## src/rtl/i2s_rx_fifo.sv

```systemverilog
// I2S master receiver: BCLK/WS generation, stereo sample capture with the
// one-bit I2S delay, channel tagging and a first-word fall-through FIFO.
module i2s_rx_fifo #(
    parameter int unsigned DATA_W     = 24,
    parameter int unsigned SLOT_W     = 32,
    parameter int unsigned CLK_DIV    = 3,
    parameter int unsigned FIFO_DEPTH = 8
) (
    input  logic                                  clk,
    input  logic                                  rst_n,
    input  logic                                  en,
    input  logic [1:0]                            mode,
    output logic                                  BCLK,
    output logic                                  WS,
    input  logic                                  DIN,
    output logic [DATA_W-1:0]                     rd_data,
    output logic                                  rd_ch,
    output logic                                  rd_valid,
    input  logic                                  rd_ready,
    output logic [$clog2(FIFO_DEPTH+1)-1:0]       fifo_level,
    output logic                                  overrun,
    input  logic                                  clr_overrun
);

    localparam int unsigned DIV_W = $clog2(CLK_DIV);
    localparam int unsigned BIT_W = $clog2(SLOT_W);
    localparam int unsigned AW    = $clog2(FIFO_DEPTH);
    localparam int unsigned LW    = $clog2(FIFO_DEPTH + 1);

    logic [DIV_W-1:0]  cnt_q, cnt_d;
    logic              bclk_q, bclk_d;
    logic              ws_q, ws_d;
    logic [BIT_W-1:0]  bit_q, bit_d;
    logic [DATA_W-1:0] shift_q, shift_d;
    logic              pend_q, pend_d;
    logic              pend_ch_q, pend_ch_d;

    logic [AW-1:0]     wr_ptr_q, wr_ptr_d;
    logic [AW-1:0]     rd_ptr_q, rd_ptr_d;
    logic [LW-1:0]     level_q, level_d;
    logic              valid_q, valid_d;
    logic              ovr_q, ovr_d;
    logic [DATA_W-1:0] data_mem_q [FIFO_DEPTH];
    logic              ch_mem_q   [FIFO_DEPTH];

    logic              tick_c;
    logic              ch_en_c;
    logic              push_c;
    logic              pop_c;
    logic              full_c;
    logic              wr_c;

    // Bit-clock divider, slot/bit tracking and serial capture
    always_comb begin
        cnt_d     = cnt_q;
        bclk_d    = bclk_q;
        ws_d      = ws_q;
        bit_d     = bit_q;
        shift_d   = shift_q;
        pend_d    = 1'b0;
        pend_ch_d = pend_ch_q;
        tick_c    = (cnt_q == DIV_W'(CLK_DIV - 1));
        if (!en) begin
            cnt_d   = '0;
            bclk_d  = 1'b0;
            ws_d    = 1'b0;
            bit_d   = '0;
            shift_d = '0;
        end else begin
            cnt_d = tick_c ? '0 : cnt_q + DIV_W'(1);
            if (tick_c) begin
                bclk_d = ~bclk_q;
                if (!bclk_q) begin
                    // Rise edge: bit 0 is the delay bit, bits past DATA_W are padding
                    if (bit_q != '0 && bit_q <= BIT_W'(DATA_W)) begin
                        shift_d = (shift_q << 1) | DATA_W'(DIN);
                    end
                    if (bit_q == BIT_W'(DATA_W)) begin
                        pend_d    = 1'b1;
                        pend_ch_d = ws_q;
                    end
                end else begin
                    // Fall edge: advance bit index, swap slot at its end
                    if (bit_q == BIT_W'(SLOT_W - 1)) begin
                        bit_d = '0;
                        ws_d  = ~ws_q;
                    end else begin
                        bit_d = bit_q + BIT_W'(1);
                    end
                end
            end
        end
    end

    // FIFO push/pop decisions and sticky overrun
    always_comb begin
        ch_en_c  = pend_ch_q ? (mode != 2'b01) : (mode != 2'b10);
        push_c   = pend_q && ch_en_c;
        pop_c    = valid_q && rd_ready;
        full_c   = (level_q == LW'(FIFO_DEPTH));
        wr_c     = push_c && (!full_c || pop_c);
        wr_ptr_d = wr_c  ? wr_ptr_q + AW'(1) : wr_ptr_q;
        rd_ptr_d = pop_c ? rd_ptr_q + AW'(1) : rd_ptr_q;
        level_d  = level_q + LW'(wr_c) - LW'(pop_c);
        valid_d  = (level_d != '0);
        ovr_d    = ovr_q;
        if (push_c && full_c && !pop_c) begin
            ovr_d = 1'b1;
        end else if (clr_overrun) begin
            ovr_d = 1'b0;
        end
    end

    // Control state registers
    always_ff @(posedge clk or negedge rst_n) begin
        if (!rst_n) begin
            cnt_q     <= '0;
            bclk_q    <= 1'b0;
            ws_q      <= 1'b0;
            bit_q     <= '0;
            shift_q   <= '0;
            pend_q    <= 1'b0;
            pend_ch_q <= 1'b0;
            wr_ptr_q  <= '0;
            rd_ptr_q  <= '0;
            level_q   <= '0;
            valid_q   <= 1'b0;
            ovr_q     <= 1'b0;
        end else begin
            cnt_q     <= cnt_d;
            bclk_q    <= bclk_d;
            ws_q      <= ws_d;
            bit_q     <= bit_d;
            shift_q   <= shift_d;
            pend_q    <= pend_d;
            pend_ch_q <= pend_ch_d;
            wr_ptr_q  <= wr_ptr_d;
            rd_ptr_q  <= rd_ptr_d;
            level_q   <= level_d;
            valid_q   <= valid_d;
            ovr_q     <= ovr_d;
        end
    end

    // FIFO storage; cleared on reset so the idle head reads as zero
    always_ff @(posedge clk or negedge rst_n) begin
        if (!rst_n) begin
            for (int i = 0; i < int'(FIFO_DEPTH); i++) begin
                data_mem_q[i] <= '0;
                ch_mem_q[i]   <= 1'b0;
            end
        end else if (wr_c) begin
            data_mem_q[wr_ptr_q] <= shift_q;
            ch_mem_q[wr_ptr_q]   <= pend_ch_q;
        end
    end

    assign BCLK       = bclk_q;
    assign WS         = ws_q;
    assign rd_data    = data_mem_q[rd_ptr_q];
    assign rd_ch      = ch_mem_q[rd_ptr_q];
    assign rd_valid   = valid_q;
    assign fifo_level = level_q;
    assign overrun    = ovr_q;

endmodule

```

## config.mk

```make
export PLATFORM = sky130hd
export DESIGN_NAME = i2s_rx_fifo
export DESIGN_NICKNAME = d
export VERILOG_FILES = /design/src/rtl/i2s_rx_fifo.sv
export SDC_FILE = /design/constraint.sdc
export NUM_CORES = 1
export LEC_CHECK = 0
export BUFFER_PORTS_ARGS = -buffer_cell sky130_fd_sc_hd__buf_2
export CELL_PAD_IN_SITES_DETAIL_PLACEMENT = 1
export CELL_PAD_IN_SITES_GLOBAL_PLACEMENT = 2
export CORE_MARGIN = 3
export CORE_UTILIZATION = 50
export DETAILED_ROUTE_END_ITERATION = 10
export GPL_TIMING_DRIVEN = 0
export MAX_ROUTING_LAYER = met4
export PLACE_DENSITY_LB_ADDON = 0.1
export SLEW_MARGIN = 25
export SYNTH_ARGS = -nofsm -noshare
export SYNTH_HDL_FRONTEND = slang
export SYNTH_SLANG_ARGS = --single-unit
```

## constraint.sdc

```tcl
create_clock -name clk -period 5.2 [get_ports clk]
set_input_delay 0.52 -clock clk [delete_from_list [all_inputs] [get_ports clk]]
set_output_delay 0.52 -clock clk [all_outputs]
set_load 0.02 [all_outputs]
```

==> impl_metrics.yaml <==
critical_path:
  cp_common_cell: "clkbuf_1"
  r2r_start: "pend_ch_q"
  required_ps: 4680
  worst-r2r-cell-count: 10
  start_kind: "flip-flop"
  startpoint: "rd_ptr_q[1]"
  crit_family: "buffers and inverters"
  cp.arrival_ps: 2800
  timing.critical_path.to: "rd_data[18]"
  slowest_delay_ps: 770
  crit_fanout: 10
  rrSetupSlack_ps: 2350
  cp_slowest_cell: "clkbuf_1"
  critPathBufInv: 3
  worstSetupPathType: "reg -> out"
  crit_cells: 5
  crit_chain: "clkbuf_1 -> clkbuf_1 -> mux4_2 -> mux2_2 -> buf_2"
  cp-end-kind: "output port"
  r2r-end: "rd_valid"
clock_network:
  max-clock-path-buffers: 3
  clkSlewWorstSetupHoldPaths_ps: 60
  cts_tree: "built"
  clkLatencyLatePin_ps: 530
  cts_resized: 0
  clockRootBuffer: "clkbuf_16"
  clock_sinks: 247
  cts_made_buffers: 27
  cts_max_level: 1
logic_synthesis:
  synth_common_cells: "dfrtp_1 (247), mux2_2 (208), mux4_2 (50), nor2b_1 (29), buf_2 (26)"
  synth_seq_cells: 247
  seq_area_frac_synth: 0.543
  yosysMostFrequentCell: "dfrtp_1"
  netlist.top_cell.by_area: "dfrtp_1"
  netlist_area_um2: 11400
  yosysTopAreaCellShare: 0.543
  yosys_warnings: 0
  synthFlopType: "dfrtp_1"
  synth_area_leaders: "dfrtp_1 (54%), mux2_2 (21%), mux4_2 (9.9%)"
  syn_nets: 741
  synth.distinct_cells: 46
  synth_async_sr_flop_share: 1.00
  synthCells: 722
  synth_edf_count: 0
  syn_avg_cell_area_um2: 15.8
cells_and_area:
  regArea_um2: 6180
  final_util: 0.582
  multi_input_area_um2: 4810
  nFillCells: 2033
  area_growth_pct: 13.0
  diodes: 0
  drive_gt1_frac: 0.495
  nets: 813
floorplan:
  io_pins: 41
  dieArea_um2: 24600
  start_util: 0.515
  core_area_um2: 22100
  rows: 54
  die_w_um: 157
  die_h_um: 157
min_path:
  hold_class: "in -> reg"
global_routing:
  grt_usage: 0.227
  antenna_found_initial: 0
  grt_pass1_wl_um: 41700
  grt_pass1_vias: 7174
  grt_overflow_total: 0
  grt_max_degree: 96
sta:
  fmax_mhz: 302
  post-route-min-period_ps: 3320
  period_share: 0.638
  worst_pin_slew_ps: 971
  setup-violations-final: 0
  report.final.slew_viol_count: 0
  hold_viol_final: 0
  rsz0062_at_grt: "false"
  slew_headroom: 0.353
  setup_tns_ps: 0
  fin_skew_ps: 10.9
  whs_ps: 197
power:
  seqPwrFrac: 0.432
  switchingPower_mw: 1.27
  totalPowerFinal_mw: 4.58
  p_leak_nw: 6.35
  peakVddDrop_uv: 232
  p_clk_frac: 0.399
  p_per_area_nw_per_um2: 357
  p_int_mw: 3.32
  combPwrFrac: 0.169
  swShare: 0.276
placement:
  portBuffers: 40
  dpl.hpwl_um: 16700
  gp_congestion: 0.779
run_status:
  outcome: "finished clean"
detailed_routing:
  drtIter0Drc: 204
  firstDrtPassIters: 4
  wl_per_cell_um: 23.8
  drc: 0
  wl_um: 26000
  vias_per_cell: 5.76
  dr_total_vias: 6295
  ant_nets: 0
run:
  drv_cap: 0
[what timing repair did]
item / CTS / global route
endpoints found under the setup margin: 0 / 0
buffers inserted: 0 / 0
hold buffers: 1 / 0
hold endpoints to repair: 71 / 0
[how the worst min path moves through the flow]
stage / cells after the start / slack [ps] / end / from
floorplan: 0 / 220 / BCLK / rst_n
CTS: 2 / 190 / overrun / clr_overrun
detailed placement: 1 / 460 / cnt_q[0] / cnt_q[0]
global route: 2 / 200 / overrun / clr_overrun
finish: 2 / 200 / overrun / clr_overrun
global placement: 1 / 440 / cnt_q[0] / cnt_q[0]
[cell usage in the layout, fill, tap and decap left out, types with 2 or more instances in the layout]
master,instances
mux2i_1,25
nand2b_1,2
nor2b_1,29
buf_2,65
clkbuf_16,27
mux2_2,208
ha_1,10
inv_1,9
and3_1,2
or4_1,2
nand3_1,3
dfrtp_1,247
nand4_4,3
clkbuf_8,9
xnor2_1,6
nor2_1,4
nand3_4,2
buf_4,15
a21oi_1,3
mux4_2,50
nor3b_1,2
buf_16,2
and2_1,3
nand4b_4,2
o21ai_0,3
nor3_1,2
mux2_1,20
xor2_1,2
buf_1,4
buf_6,4
nand2_1,5
clkinv_2,6
clkbuf_1,17
[kinds of logic (layout without fill, tap and decap cells)]
| logic type | after synthesis | count (layout) | share of synthesized area |
|---|---|---|---|
| AND/OR/NAND/NOR | 69 | 69 | 0.0478 |
| XOR/XNOR | 8 | 8 | 0.00616 |
| buffers and inverters | 71 | 161 | 0.0340 |
| flip-flops | 247 | 247 | 0.543 |
| AO/OA/AOI/OAI | 13 | 13 | 0.00967 |
| multiplexers | 303 | 303 | 0.347 |
| adder cells (fa/ha/maj) | 11 | 11 | 0.0128 |
[stage by stage]
stage / setup slack, ps / cell area [µm²] / std cells
after global routing: 1790 / 12900 / 1092
after CTS: 1880 / 12900 / 1092
after floorplan: 2540 / 11400 / 722
after global placement: -421 / 11900 / 1042
final: 1880 / 12900 / 1092
after detailed placement: 2220 / 12000 / 1044
[state kept, by name, indices dropped and copies added (netlist names)]
register	count
bit_q	5
rd_valid	1
data_mem_q	192
rd_ptr_q	3
pend_ch_q	1
pend_q	1
overrun	1
cnt_q	2
wr_ptr_q	3
BCLK	1
ch_mem_q	8
WS	1
shift_q	24
fifo_level	4
[worst reg2reg max path: stages (launching register included)]
cell,delay [ps]
dfrtp_1,370
buf_2,180
nand2_1,70
o221a_2,210
buf_6,200
nand2_1,130
ha_1,300
inv_1,40
ha_1,200
fa_1,490
or4_1,530
[power groups by stage]
stage / Combinational, mW / Sequential, mW / Clock (mW)
detailed placement: 0.790 / 2.02 / 0
CTS: 0.796 / 1.98 / 1.87
floorplan: 0.489 / 2.03 / 0
global placement: 0.762 / 2.01 / 0
finish: 0.773 / 1.98 / 1.83
global route: 0.839 / 1.98 / 1.95
[metal layers]
metal / wire length (µm) / GRT usage / up-vias
met5: 0 / - / -
met4: 420 / 0.0434 / 0
met3: 698 / 0.0288 / 34
met2: 13600 / 0.395 / 77
met1: 11300 / 0.290 / 3418
li1: - / - / 2766
[layout make-up]
| type | count | share of cell area |
|---|---|---|
| tap | 280 | 0.0273 |
| clock buffer | 41 | 0.0637 |
| buffer | 62 | 0.0274 |
| clock inverter | 6 | 0.00234 |
| multi-input combinational | 404 | 0.374 |
| sequential | 247 | 0.481 |
| inverter | 9 | 0.00263 |
| timing repair buffer | 43 | 0.0214 |
Power figures use the tool's default switching activity.
